===== config.mk =====
export PLATFORM = sky130hd
export DESIGN_NAME = phase_accumulator
export DESIGN_NICKNAME = d
export VERILOG_FILES = /design/src/rtl/dds_pkg.sv /design/src/rtl/dds_lfsr.sv /design/src/rtl/phase_accumulator.sv
export SDC_FILE = /design/constraint.sdc
export NUM_CORES = 1
export LEC_CHECK = 0
export CORE_MARGIN = 4
export CORE_UTILIZATION = 55
export CTS_CLUSTER_SIZE = 20
export DETAILED_ROUTE_END_ITERATION = 8
export PLACE_DENSITY = 0.76
export SYNTH_ARGS = -nofsm -noshare
export SYNTH_HDL_FRONTEND = slang
export SYNTH_SLANG_ARGS = --single-unit

===== constraint.sdc =====
create_clock -name clk -period 5.75 [get_ports clk]
set_input_delay 1.15 -clock clk [delete_from_list [all_inputs] [get_ports clk]]
set_output_delay 1.15 -clock clk [all_outputs]
set_load 0.02 [all_outputs]

===== src/rtl/dds_pkg.sv =====
// rtl/dds_pkg.sv - shared types and constants for the phase accumulator / dds front end
package dds_pkg;

    localparam int CFG_ACC_DW = 32;

    typedef struct packed {
        logic [CFG_ACC_DW-1:0] offset;
        logic [CFG_ACC_DW-1:0] inc;
    } phase_cfg_t;

    typedef enum logic [1:0] {
        IDLE  = 2'd0,
        RUN   = 2'd1,
        DRAIN = 2'd2
    } acc_state_t;

    // x^16+x^14+x^13+x^11+1 in right-shifting form: feedback from bits 0,2,3,5
    localparam logic [15:0] LFSR_SEED = 16'hACE1;
    localparam logic [15:0] LFSR_TAPS = 16'h002D;

endpackage


===== src/rtl/dds_lfsr.sv =====
// rtl/dds_lfsr.sv - 16-bit Fibonacci LFSR with step enable, low bits exposed as dither
module dds_lfsr
    import dds_pkg::*;
#(
    parameter int OUT_DW = 4
) (
    input  logic              clk,
    input  logic              reset_n,
    input  logic              step,
    output logic [OUT_DW-1:0] rnd
);

    logic [15:0] lfsr;

    always_ff @(posedge clk or negedge reset_n) begin
        if (!reset_n) begin
            lfsr <= LFSR_SEED;
        end else if (step) begin
            lfsr <= {^(lfsr & LFSR_TAPS), lfsr[15:1]};
        end
    end

    assign rnd = lfsr[OUT_DW-1:0];

endmodule


===== src/rtl/phase_accumulator.sv =====
// rtl/phase_accumulator.sv - NCO phase accumulator with offset, optional dither and stream output
module phase_accumulator
    import dds_pkg::*;
#(
    parameter int ACC_DW    = 32,
    parameter int PHASE_DW  = 16,
    parameter int DITHER    = 0,
    parameter int DITHER_DW = 4
) (
    input  logic                  clk,
    input  logic                  reset_n,
    input  logic [2*ACC_DW-1:0]   s_axis_config_tdata,
    input  logic                  s_axis_config_tvalid,
    output logic                  s_axis_config_tready,
    input  logic                  enable,
    input  logic                  sync,
    output logic [PHASE_DW-1:0]   m_axis_phase_tdata,
    output logic                  m_axis_phase_tvalid,
    input  logic                  m_axis_phase_tready
);

    generate
        if (PHASE_DW > ACC_DW) begin : g_chk_width
            $error("phase_accumulator: PHASE_DW must not exceed ACC_DW");
        end
        if (DITHER != 0 && DITHER_DW > ACC_DW - PHASE_DW) begin : g_chk_dither
            $error("phase_accumulator: DITHER_DW exceeds the truncated bits");
        end
    endgenerate

    acc_state_t          state, state_nx;
    logic [ACC_DW-1:0]   acc, inc, offset, sh_inc, sh_off;
    logic [ACC_DW-1:0]   inc_eff, off_eff, acc_n, dith, sum;
    logic [PHASE_DW-1:0] tdata;
    logic                tvalid, cfg_pending, cfg_loaded, sync_pending;
    logic                start, advance, cfg_fire, cfg_apply;

    generate
        if (DITHER != 0) begin : g_dither
            logic [DITHER_DW-1:0] rnd;
            dds_lfsr #(.OUT_DW(DITHER_DW)) u_lfsr (
                .clk     (clk),
                .reset_n (reset_n),
                .step    (advance),
                .rnd     (rnd)
            );
            assign dith = ACC_DW'(rnd) << (ACC_DW - PHASE_DW - DITHER_DW);
        end else begin : g_no_dither
            assign dith = '0;
        end
    endgenerate

    always_ff @(posedge clk or negedge reset_n) begin
        if (!reset_n) state <= IDLE;
        else          state <= state_nx;
    end

    always_comb begin
        state_nx = state;
        case (state)
            IDLE:    if (start) state_nx = RUN;
            RUN:     if (!enable) state_nx = DRAIN;
            DRAIN:   if (enable) state_nx = RUN;
                     else if (!tvalid) state_nx = IDLE;
            default: state_nx = IDLE;
        endcase
    end

    // A pending shadow lands at once when idle, otherwise only on an advance
    always_comb begin
        start     = (state == IDLE) && enable && cfg_loaded;
        advance   = ((state == RUN) || start) && (!tvalid || m_axis_phase_tready);
        cfg_fire  = s_axis_config_tvalid && !cfg_pending;
        cfg_apply = cfg_pending && (advance || (state == IDLE));
    end

    always_comb begin
        inc_eff = cfg_apply ? sh_inc : inc;
        off_eff = cfg_apply ? sh_off : offset;
        acc_n   = sync_pending ? '0 : acc;
        sum     = acc_n + off_eff + dith;
    end

    always_ff @(posedge clk or negedge reset_n) begin
        if (!reset_n) begin
            acc          <= '0;
            inc          <= '0;
            offset       <= '0;
            sh_inc       <= '0;
            sh_off       <= '0;
            cfg_pending  <= 1'b0;
            cfg_loaded   <= 1'b0;
            sync_pending <= 1'b0;
            tvalid       <= 1'b0;
            tdata        <= '0;
        end else begin
            if (cfg_fire) begin
                sh_off      <= s_axis_config_tdata[2*ACC_DW-1:ACC_DW];
                sh_inc      <= s_axis_config_tdata[ACC_DW-1:0];
                cfg_pending <= 1'b1;
            end else if (cfg_apply) begin
                cfg_pending <= 1'b0;
            end
            if (cfg_apply) begin
                inc        <= sh_inc;
                offset     <= sh_off;
                cfg_loaded <= 1'b1;
            end
            if (sync)         sync_pending <= 1'b1;
            else if (advance) sync_pending <= 1'b0;
            if (advance) begin
                acc    <= acc_n + inc_eff;
                tdata  <= PHASE_DW'(sum >> (ACC_DW - PHASE_DW));
                tvalid <= 1'b1;
            end else if (m_axis_phase_tready) begin
                tvalid <= 1'b0;
            end
        end
    end

    assign s_axis_config_tready = !cfg_pending;
    assign m_axis_phase_tdata   = tdata;
    assign m_axis_phase_tvalid  = tvalid;

endmodule

==> metrics.md <==
| Metric | Value |
|---|---|
| # port buffers | `87` |
| Maxcap violations | `0` |
| Slew Limit Headroom | `36.6%` |
| Crit start category | `input pin` |
| Least-Margin Pin Slew | `0.951 ns` |
| CP max FO | `5` |
| Synthesized net count | `1090` |
| Min Tclk post-route | `5.21 ns` |
| Hold_buf cts | `0` |
| Share of cells above drive strength 1 | `18.5%` |
| Netlist cell types | `68` |
| Setup violators final | `0` |
| H-tree depth | `4` |
| Initial antenna violation count | `0` |
| Run status | `complete, no violations` |
| Worst path top cell family by delay | `simple AND/OR/NAND/NOR gates` |
| CTS Root Cell | `clkbuf_16` |
| Buf/Inv on CP | `2` |
| FMAX | `0.192 GHz` |
| CP Class | `in2reg` |
| Number of global-route vias before repair | `7507` |
| Worst Path Required | `6.11 ns` |
| Worst path cell trace | `clkdlybuf4s50_1, nand3b_4, nand2_4, mux2_2, ha_1, inv_1, fa_1, and3b_1, or2_2, o32ai_1, o21bai_1, a221o_1, a211oi_2, nor3_1, nor2_4, a21oi_1, or4b_1, a31oi_1` |
| Reg2reg path depth | `17` |
| Final hold violation count | `0` |
| Slowest stage cell, crit path | `or4b_1` |
| Core area | `18100 um^2` |
| Commonest non-fill, non-tap cell in the layout | `dfrtp_1` |
| Total I/O pin count | `88` |
| DR vias/cell | `5.69` |
| Worst hold stages | `2` |
| Int Power | `4.00 mW` |
| DR iter-0 viols | `472` |
| Mean area per synthesized cell | `10.6 um^2` |
| TritonRoute pass-1 iters | `5` |
| Global-route wire length before repair | `37.2 mm` |
| # diodes | `0` |
| RSZ-0062 raised after global routing | `false` |
| Num rows | `49` |
| Setup TNS | `0 ns` |
| Comb pwr share | `48.8%` |
| Register area share after synthesis | `44.9%` |
| Worst path depth | `18` |
| Leakage | `5.37 nW` |
| Die ar. | `20700 um^2` |
| GPL Wtd Cong | `0.881` |
| PwrDens | `542 nW/um^2` |
| Remaining global-route overflow | `0` |
| Final worst path period share | `90.6%` |
| Yosys warnings | `0` |
| Primary FF master, synth | `dfrtp_1` |
| Final setup margin | `0.541 ns` |
| Antenna Nets Post-Route | `0` |
| CTS clock-pin slew for the worst setup and hold paths | `0.07 ns` |
| FFs w/ async S/R, synth | `100%` |
| Post-CTS setup buffers | `0` |
| Wire per inst | `17.3 um` |
| Hold Path Class | `reg2reg` |
| CP peak stage delay | `0.52 ns` |
| Routed wire length | `22.5 mm` |
| DRC viols | `0` |
| GR Util All Layers | `22.7%` |
| CTS tree | `done` |
| Final Max Slew Viols | `0` |
| Min Hold Slack | `0.471 ns` |
| Setup Slack @ Placement | `0.106 ns` |
| Clock tree buffer depth | `2` |
| Post-cts resize count | `0` |
| Die Wd | `144 um` |
| Number of fill cells | `1410` |
| Vias post-DR | `7391` |
| Area growth from synthesis to layout | `17.5%` |
| Worst setup EP type | `register` |
| Register bit total from synthesis | `182` |
| Starting Density | `56.1%` |
| Mapped Area | `10200 um^2` |
| Insertion delay of the later-clocked pin in the worst-skew pair | `0.43 ns` |
| Nets@finish | `1186` |
| Net Sw Frac | `38.0%` |
| CTS Buf Count | `17` |
| Clk network pwr share | `17.5%` |
| Number of synthesized flops with an enable pin | `0` |
| Clock sink total | `182` |
| Largest net degree at the start of global routing | `99` |
| Worst vdd ir | `0.278 mV` |
| DP Wirelength | `16.7 mm` |
| Psw | `2.45 mW` |
| Die Span Y | `144 um` |
| Leading cell types in the layout, fill and taps excluded | `dfrtp_1 (182), mux2_2 (123), nand2_1 (94)` |
| Sequential Power Share | `33.7%` |
| Worst Skew | `0.0104 ns` |
| Synth Instances | `962` |
| Arrival @ worst endpoint | `5.56 ns` |
logic make-up (layout without fill, tap and decap cells):
logic type / after synthesis / count (layout) / share of synthesized area, %
AND/OR/NAND/NOR: 286 / 286 / 14.7
AO/OA/AOI/OAI: 204 / 204 / 12.4
multiplexers: 133 / 133 / 14.9
flip-flops: 182 / 182 / 44.9
adder cells (fa/ha/maj): 59 / 59 / 7.32
XOR/XNOR: 43 / 43 / 3.71
buffers and inverters: 55 / 164 / 2.18
layer usage:
metal / vias up / part of all wire (%) / global-route usage (%)
met2: 150 / 47 / 37.1
li1: 3627 / - / -
met1: 3589 / 47 / 31.3
met4: 0 / 1.6 / 6.49
met3: 25 / 4.0 / 3.99
met5: - / 0 / 0
cells in the mapped netlist, drive strengths merged, types with 4 or more instances:
cell    number  share of area [%]
clkbuf      27                1.0
nor2b       35                2.2
nand2       96                3.6
inv         24               0.89
mux2       125                 14
o21ai       69                3.4
ha          57                7.0
xor2        19                1.6
and4         7               0.63
a211oi      10               0.91
nand3       25                1.2
buf          4               0.30
mux2i        8               0.91
and2         5               0.31
nand3b       7               0.64
nand4       11               0.68
or2          6               0.37
o21a         7               0.52
nor2        42                1.6
o31ai        7               0.52
dfrtp      182                 45
a21o        20                1.5
xnor2       24                2.1
o21bai       5               0.37
a31oi       11               0.68
and3        10               0.62
a21oi       53                2.6
nor3        14               0.69
nand2b      14               0.86
final timing paths:
| check | to | start | slack, ns |
|---|---|---|---|
| worst max-delay path | acc[30]$_DFFE_PN0P_ | m_axis_phase_tready | 0.54 |
| min in group asynchronous | sh_off[3]$_DFFE_PN0P_ | reset_n | 0.80 |
| worst min-delay path | acc[20]$_DFFE_PN0P_ | acc[20]$_DFFE_PN0P_ | 0.47 |
| worst min register to register | acc[20]$_DFFE_PN0P_ | acc[20]$_DFFE_PN0P_ | 0.47 |
| max in group asynchronous | inc[8]$_DFF_PN0_ | reset_n | 3.81 |
| worst max register to register | acc[30]$_DFFE_PN0P_ | cfg_pending$_DFFE_PN0P_ | 0.97 |
cell type report:
class | instances | area (um^2) | share of cell area, %
well taps | 229 | 287 | 2.40
flip-flops and latches | 182 | 4550 | 38.2
clock buffers | 25 | 495 | 4.16
repair buffers | 108 | 1040 | 8.74
multi-input cells | 725 | 5390 | 45.2
inverters | 24 | 90.1 | 0.756
clock inverters | 7 | 70.1 | 0.588
power by group through the flow:
stage | Combinational, mW | Clock (mW) | Sequential [mW]
2_1_floorplan | 2.29 | 0 | 2.15
3_3_place_gp | 3.07 | 0 | 2.17
3_5_place_dp | 3.13 | 0 | 2.20
4_1_cts | 3.16 | 1.15 | 2.18
5_1_grt | 3.50 | 1.20 | 2.25
6_report | 3.15 | 1.13 | 2.18
sequential cells by signal, summed over array words and instances, names as in the netlist, named ones only:
register	cells
m_axis_phase_tvalid	1
sh_off	32
state	2
acc	32
inc	28
offset	32
sh_inc	32
cfg_loaded	1
sync_pending	1
cfg_pending	1
m_axis_phase_tdata	16
stage by stage:
step                      utilization, %  power [mW]  instances  instance area, um^2
after floorplan                        -        4.45        962                10200
after global placement              62.8        5.24       1268                11400
after detailed placement            62.8        5.33       1268                11400
after CTS                           65.9        6.49       1300                11900
after global routing                65.9        6.95       1300                11900
final                               65.9        6.46       1300                11900
worst register-to-register path: cells and delay by family (launching register included):
family                     cells  cell delay [ns]
DFF                            1             0.46
adders and majority gates      2             0.44
AOI/OAI and AO/OA              6             1.41
muxes                          1             0.32
and+or+nand+nor                7             1.97
buffers and inverters          1             0.09
Power figures use the tool's default switching activity.
